<file path="src/rtl/uart_pkg.sv">
// Shared types and helpers for the UART receive path: FSM encoding and bit-timing math.
package uart_pkg;

    localparam int UART_DATA_BITS = 8;

    typedef enum logic [2:0] {
        IDLE   = 3'd0,
        START  = 3'd1,
        DATA   = 3'd2,
        STOP   = 3'd3,
        BREAK  = 3'd4,
        PARITY = 3'd5
    } uart_rx_state_t;

    function automatic int calc_bit_cycles(input int clock_freq, input int baud_rate);
        return clock_freq / baud_rate;
    endfunction

endpackage

</file>
<file path="src/rtl/sync_2ff.sv">
// Two-flop synchronizer for a single asynchronous bit; reset level is a parameter so an
// idle-high line can be preset high and never produce a spurious edge out of reset.
module sync_2ff #(
    parameter logic RESET_VAL = 1'b0
) (
    input  logic clk,
    input  logic reset,
    input  logic d_i,
    output logic q_o
);

    logic meta_q;
    logic sync_q;

    always_ff @(posedge clk) begin
        if (reset) begin
            meta_q <= RESET_VAL;
            sync_q <= RESET_VAL;
        end else begin
            meta_q <= d_i;
            sync_q <= meta_q;
        end
    end

    assign q_o = sync_q;

endmodule

</file>
<file path="src/rtl/uart_rx_deserializer.sv">
// 8N1 UART receiver: synchronizes the line, frames LSB-first bytes and strobes valid/framing error.
// Define UART_RX_PARITY_EN to add an even-parity bit and the uart_parity_err output.
module uart_rx_deserializer
    import uart_pkg::*;
#(
    parameter logic [27:0] CLOCK_FREQ = 28'd50000000,
    parameter logic [23:0] BAUD_RATE  = 24'd4000000
) (
    input  logic                      clk,
    input  logic                      reset,
    input  logic                      uart_rx_d_in,
    output logic [UART_DATA_BITS-1:0] uart_received_data,
    output logic                      uart_rx_valid,
    output logic                      uart_frame_err,
    output logic                      uart_rx_busy
`ifdef UART_RX_PARITY_EN
    ,
    output logic                      uart_parity_err
`endif
);

    localparam int BIT_CYCLES  = calc_bit_cycles(int'(CLOCK_FREQ), int'(BAUD_RATE));
    localparam int HALF_CYCLES = BIT_CYCLES / 2;
    localparam int CNT_W       = $clog2(BIT_CYCLES);

    localparam logic [CNT_W-1:0] CNT_BIT_LAST  = CNT_W'(BIT_CYCLES - 1);
    localparam logic [CNT_W-1:0] CNT_HALF_LAST = CNT_W'(HALF_CYCLES - 1);
    localparam logic [CNT_W-1:0] CNT_ONE       = CNT_W'(1);
    localparam logic [2:0]       LAST_BIT_IDX  = 3'(UART_DATA_BITS - 1);

    generate
        if (BIT_CYCLES < 4) begin : g_bit_cycles_check
            $error("uart_rx_deserializer: CLOCK_FREQ/BAUD_RATE must be at least 4");
        end
    endgenerate

    logic rx_s;

    sync_2ff #(
        .RESET_VAL(1'b1)
    ) u_rx_sync (
        .clk   (clk),
        .reset (reset),
        .d_i   (uart_rx_d_in),
        .q_o   (rx_s)
    );

    uart_rx_state_t            state_q;
    logic [CNT_W-1:0]          cnt_q;
    logic [2:0]                bit_idx_q;
    logic [UART_DATA_BITS-1:0] shift_q;
    logic [UART_DATA_BITS-1:0] data_q;
    logic                      valid_q;
    logic                      frame_err_q;
`ifdef UART_RX_PARITY_EN
    logic                      parity_bad_q;
    logic                      parity_err_q;
`endif

    // Stop-bit decisions are taken mid-bit and IDLE is re-entered right away, so a start
    // bit that immediately follows the stop bit is still caught on its first low cycle.
    always_ff @(posedge clk) begin
        if (reset) begin
            state_q      <= IDLE;
            cnt_q        <= '0;
            bit_idx_q    <= '0;
            shift_q      <= '0;
            data_q       <= '0;
            valid_q      <= 1'b0;
            frame_err_q  <= 1'b0;
`ifdef UART_RX_PARITY_EN
            parity_bad_q <= 1'b0;
            parity_err_q <= 1'b0;
`endif
        end else begin
            valid_q      <= 1'b0;
            frame_err_q  <= 1'b0;
`ifdef UART_RX_PARITY_EN
            parity_err_q <= 1'b0;
`endif
            case (state_q)
                IDLE: begin
                    if (!rx_s) begin
                        state_q <= START;
                        cnt_q   <= '0;
                    end
                end
                START: begin
                    if (cnt_q == CNT_HALF_LAST) begin
                        cnt_q     <= '0;
                        bit_idx_q <= '0;
                        state_q   <= rx_s ? IDLE : DATA;
                    end else begin
                        cnt_q <= cnt_q + CNT_ONE;
                    end
                end
                DATA: begin
                    if (cnt_q == CNT_BIT_LAST) begin
                        cnt_q              <= '0;
                        shift_q[bit_idx_q] <= rx_s;
                        if (bit_idx_q == LAST_BIT_IDX) begin
`ifdef UART_RX_PARITY_EN
                            state_q <= PARITY;
`else
                            state_q <= STOP;
`endif
                        end else begin
                            bit_idx_q <= bit_idx_q + 3'd1;
                        end
                    end else begin
                        cnt_q <= cnt_q + CNT_ONE;
                    end
                end
`ifdef UART_RX_PARITY_EN
                PARITY: begin
                    if (cnt_q == CNT_BIT_LAST) begin
                        cnt_q        <= '0;
                        parity_bad_q <= ^{shift_q, rx_s};
                        state_q      <= STOP;
                    end else begin
                        cnt_q <= cnt_q + CNT_ONE;
                    end
                end
`endif
                STOP: begin
                    if (cnt_q == CNT_BIT_LAST) begin
                        cnt_q <= '0;
                        if (rx_s) begin
                            state_q <= IDLE;
`ifdef UART_RX_PARITY_EN
                            if (parity_bad_q) begin
                                parity_err_q <= 1'b1;
                            end else begin
                                data_q  <= shift_q;
                                valid_q <= 1'b1;
                            end
`else
                            data_q  <= shift_q;
                            valid_q <= 1'b1;
`endif
                        end else begin
                            frame_err_q <= 1'b1;
                            state_q     <= BREAK;
                        end
                    end else begin
                        cnt_q <= cnt_q + CNT_ONE;
                    end
                end
                BREAK: begin
                    if (rx_s) begin
                        state_q <= IDLE;
                    end
                end
                default: begin
                    state_q <= IDLE;
                end
            endcase
        end
    end

    assign uart_received_data = data_q;
    assign uart_rx_valid      = valid_q;
    assign uart_frame_err     = frame_err_q;
    assign uart_rx_busy       = (state_q != IDLE);
`ifdef UART_RX_PARITY_EN
    assign uart_parity_err    = parity_err_q;
`endif

endmodule

</file>
<file path="config.mk">
export PLATFORM = sky130hd
export DESIGN_NAME = uart_rx_deserializer
export DESIGN_NICKNAME = d
export VERILOG_FILES = /design/src/rtl/uart_pkg.sv /design/src/rtl/sync_2ff.sv /design/src/rtl/uart_rx_deserializer.sv
export SDC_FILE = /design/constraint.sdc
export NUM_CORES = 1
export LEC_CHECK = 0
export CAP_MARGIN = 20
export CORE_ASPECT_RATIO = 0.9
export CORE_UTILIZATION = 49
export CTS_CLUSTER_SIZE = 8
export DETAILED_ROUTE_END_ITERATION = 8
export HOLD_SLACK_MARGIN = 0.12
export PLACE_DENSITY_LB_ADDON = 0.05
export SETUP_SLACK_MARGIN = 0.15
export SLEW_MARGIN = 20
export SYNTH_ARGS = -nofsm -noshare
export SYNTH_HDL_FRONTEND = slang
export SYNTH_SLANG_ARGS = --single-unit
</file>
<file path="constraint.sdc">
create_clock -name clk -period 1.5 [get_ports clk]
set_input_delay 0.3 -clock clk [delete_from_list [all_inputs] [get_ports clk]]
set_output_delay 0.3 -clock clk [all_outputs]
set_load 0.01 [all_outputs]
</file>
==> impl_metrics.json, run 1 <==
{
  "grt_usage_pct": 23.7,
  "path_clk_slew_ps": 100,
  "drt-initial-drc-count": 51,
  "diodes": 0,
  "fmax_ghz": 0.655,
  "first_pass_iters": 6,
  "h-tree-depth": 2,
  "layoutNonFillerInstCount": 216,
  "synth_cell_types": 33,
  "final_common_cell": "nor2_1",
  "setup_viol": 3,
  "worst_slew_pin_slew_ps": 322,
  "maxCapViolCount": 0,
  "viasPerCell": 5.58,
  "outcome": "complete, but fails checks",
  "fin_nets": 194,
  "vias": 1205,
  "finalHoldViolCount": 0,
  "cp-end-kind": "flip-flop",
  "vdd_ir_drop_max_uv": 672,
  "holdBufCountCts": 0,
  "r2r-start": "state_q[2]$_SDFFE_PP0P_",
  "min_from": "u_rx_sync.meta_q$_SDFF_PP1_",
  "cts_tree": "done",
  "period_needed_ps": 1530,
  "slowest_delay_ps": 370,
  "synth.avg_cell_area_um2": 9.13,
  "power_density_nw_per_um2": 833,
  "port-buffer-count": 13,
  "grt_max_degree": 25,
  "cp_top_family": "simple AND/OR/NAND/NOR gates",
  "clockBufferDepth": 2,
  "root_buffer": "clkbuf_4",
  "num-fill-cells": 158,
  "final_cell_mix": "24 x nor2_1, 21 x dfxtp_1, 20 x mux2i_1, 20 x buf_4, 10 x dlygate4sd2_1",
  "power.leakage_nw": 0.878,
  "rsz0062_at_grt": "yes",
  "syn_to_final_growth_pct": 48.9,
  "drt-wirelength-per-cell_um": 15.3,
  "die_x_um": 57.7,
  "start_util_pct": 53.7,
  "clock_skew_ps": 8.91,
  "antenna_found_initial": 0,
  "wl_met2_um": 1570,
  "crit_type": "reg -> reg",
  "syn_inst": 150,
  "m1WireLength_um": 1520,
  "dieArea_um2": 3010,
  "crit_required_ps": 1710,
  "cp-start-kind": "flip-flop",
  "wl_met3_um": 161,
  "crit_chain": "buf_6 -> nand3b_1 -> buf_4 -> nor4_4 -> mux2i_1 -> nor2_1",
  "synth.yosys.seq_area_share_pct": 43.8,
  "ys.warnings.count": 0,
  "synth_seq_cells": 30,
  "fin_crit_sh_pct": 102,
  "failed_checks": "design-rule violations, negative setup slack",
  "cp_slowest_cell": "dfxtp_4",
  "slew_violations": 0,
  "multi_input_area_um2": 947,
  "critPathMaxFanout": 4,
  "num_io_pins": 14,
  "clk-insertion-delay-late_ps": 320,
  "drc": 2,
  "slew_headroom_pct": 78.3,
  "core_um2": 2550,
  "register_area_um2": 624,
  "utilization_pct": 80.0,
  "ant_nets": 0,
  "arrival_ps": 1740,
  "syn_nets": 157,
  "grt_pass1_wl_um": 5190,
  "dp.cells": 198,
  "tritoncts.num_buffers": 5,
  "first_global_vias": 1114,
  "hpwl_um": 1970,
  "hold_class": "reg -> reg",
  "gp_congestion": 0.860,
  "die_h_um": 52.2,
  "fp-row-count": 17,
  "critPathLaunch": "state_q[2]$_SDFFE_PP0P_",
  "totalWireLength_um": 3310,
  "drive_gt1_share_pct": 41.0,
  "crit_buf_inv": 2,
  "syn-cell-area_um2": 1370,
  "worst_slack_ps": -26.9,
  "overflow": 0,
  "r2r_slack_ps": -30,
  "cts.sinks": 30,
  "top_layer": "met4"
}
[cells in the mapped netlist (all sizes together)]
cell / instances / area (µm²)
nand3: 3 / 15.0
a211oi: 2 / 15.0
buf: 1 / 5.00
o32ai: 1 / 16.3
or3: 3 / 18.8
xnor2: 1 / 8.76
nand2b: 8 / 50.1
ha: 4 / 50.1
nor3: 3 / 15.0
inv: 4 / 15.0
o211ai: 1 / 7.51
mux2i: 20 / 200
nand2: 8 / 30.0
nor3b: 1 / 7.51
a21oi: 1 / 5.00
nor2: 25 / 93.8
nand4: 2 / 12.5
dfxtp: 30 / 601
o21ai: 1 / 5.00
and3b: 2 / 17.5
a21o: 1 / 7.51
or4: 1 / 7.51
nor4bb: 1 / 10.0
nand3b: 4 / 30.0
a31oi: 2 / 12.5
o31ai: 1 / 7.51
nor4b: 1 / 8.76
nor4: 2 / 12.5
clkbuf: 10 / 37.5
nand4bb: 1 / 11.3
nand4b: 1 / 8.76
or2: 2 / 12.5
a22oi: 2 / 15.0
[layer usage]
metal,GRT usage (%),vias up
met3,5.47,6
li1,-,598
met4,12.7,0
met2,38.6,30
met5,0,-
met1,29.3,571
[through the flow]
stage	hold slack (ps)	TNS (ps)	area, µm²	setup slack, ps	total power [W]
after floorplan	389	-69.4	1460	-8.67	0.00103
after global placement	391	0	1710	7.23	0.00111
after detailed placement	399	-50.4	1710	-19.1	0.00112
after CTS	421	-21.6	1950	-9.93	0.00165
after global routing	432	-544	2040	-101	0.00178
final	422	-45.7	2040	-26.9	0.00170
[flip-flops by register name, indices dropped and copies added, names as in the netlist]
signal              count
bit_idx_q               3
u_rx_sync.meta_q        1
shift_q                 8
uart_received_data      8
cnt_q                   4
uart_frame_err          1
u_rx_sync.q_o           1
uart_rx_valid           1
state_q                 3
[worst paths after layout]
check / cells after the start / end
max: 6 / shift_q[1]$_SDFFE_PP0P_
min: 1 / u_rx_sync.q_o$_SDFF_PP1_
max reg2reg: 6 / shift_q[1]$_SDFFE_PP0P_
min reg2reg: 1 / u_rx_sync.q_o$_SDFF_PP1_
[kinds of logic after synthesis]
| group | count (synthesis) | share of synthesized area, % |
|---|---|---|
| AO/OA/AOI/OAI | 12 | 6.67 |
| multiplexers | 20 | 14.6 |
| XOR/XNOR | 1 | 0.639 |
| buffers and inverters | 15 | 4.20 |
| adder cells (fa/ha/maj) | 4 | 3.65 |
| AND/OR/NAND/NOR | 68 | 26.4 |
| flip-flops | 30 | 43.8 |
[power by group]
part | total, W | internal (W) | switching, W
Combinational | 0.000349 | 0.000176 | 0.000173
Sequential | 0.000847 | 0.000821 | 0.0000263
Clock | 0.000504 | 0.000227 | 0.000277
Total | 0.00170 | 0.00122 | 0.000477
[final cells by class]
type,instances,area share (%)
Inverter,4,0.736
Sequential cell,30,30.6
Clock inverter,1,0.245
Tap cell,28,1.72
Multi-Input combinational cell,106,46.4
Timing Repair Buffer,40,17.6
Clock buffer,7,2.70
[what timing repair did]
action / 4_1_cts / 5_1_grt
setup buffers: 5 / 4
cloned: 1 / 0
setup endpoints to repair: 39 / 28
gates resized for setup: 49 / 11
pin swaps: 18 / 18
No activity file was read; power rests on OpenSTA's default activity.
==> run 2, diff against run 1 <==
CTS_CLUSTER_DIAMETER = 80   (was unset)
==> results of run 2 <==
No change in the layout: final DEF, timing and power equal those of run 1.
==> run 3, diff against run 2 <==
CAP_MARGIN = unset   (was 20)
==> results of run 3 <==
No change in the layout: final DEF, timing and power equal those of run 1.
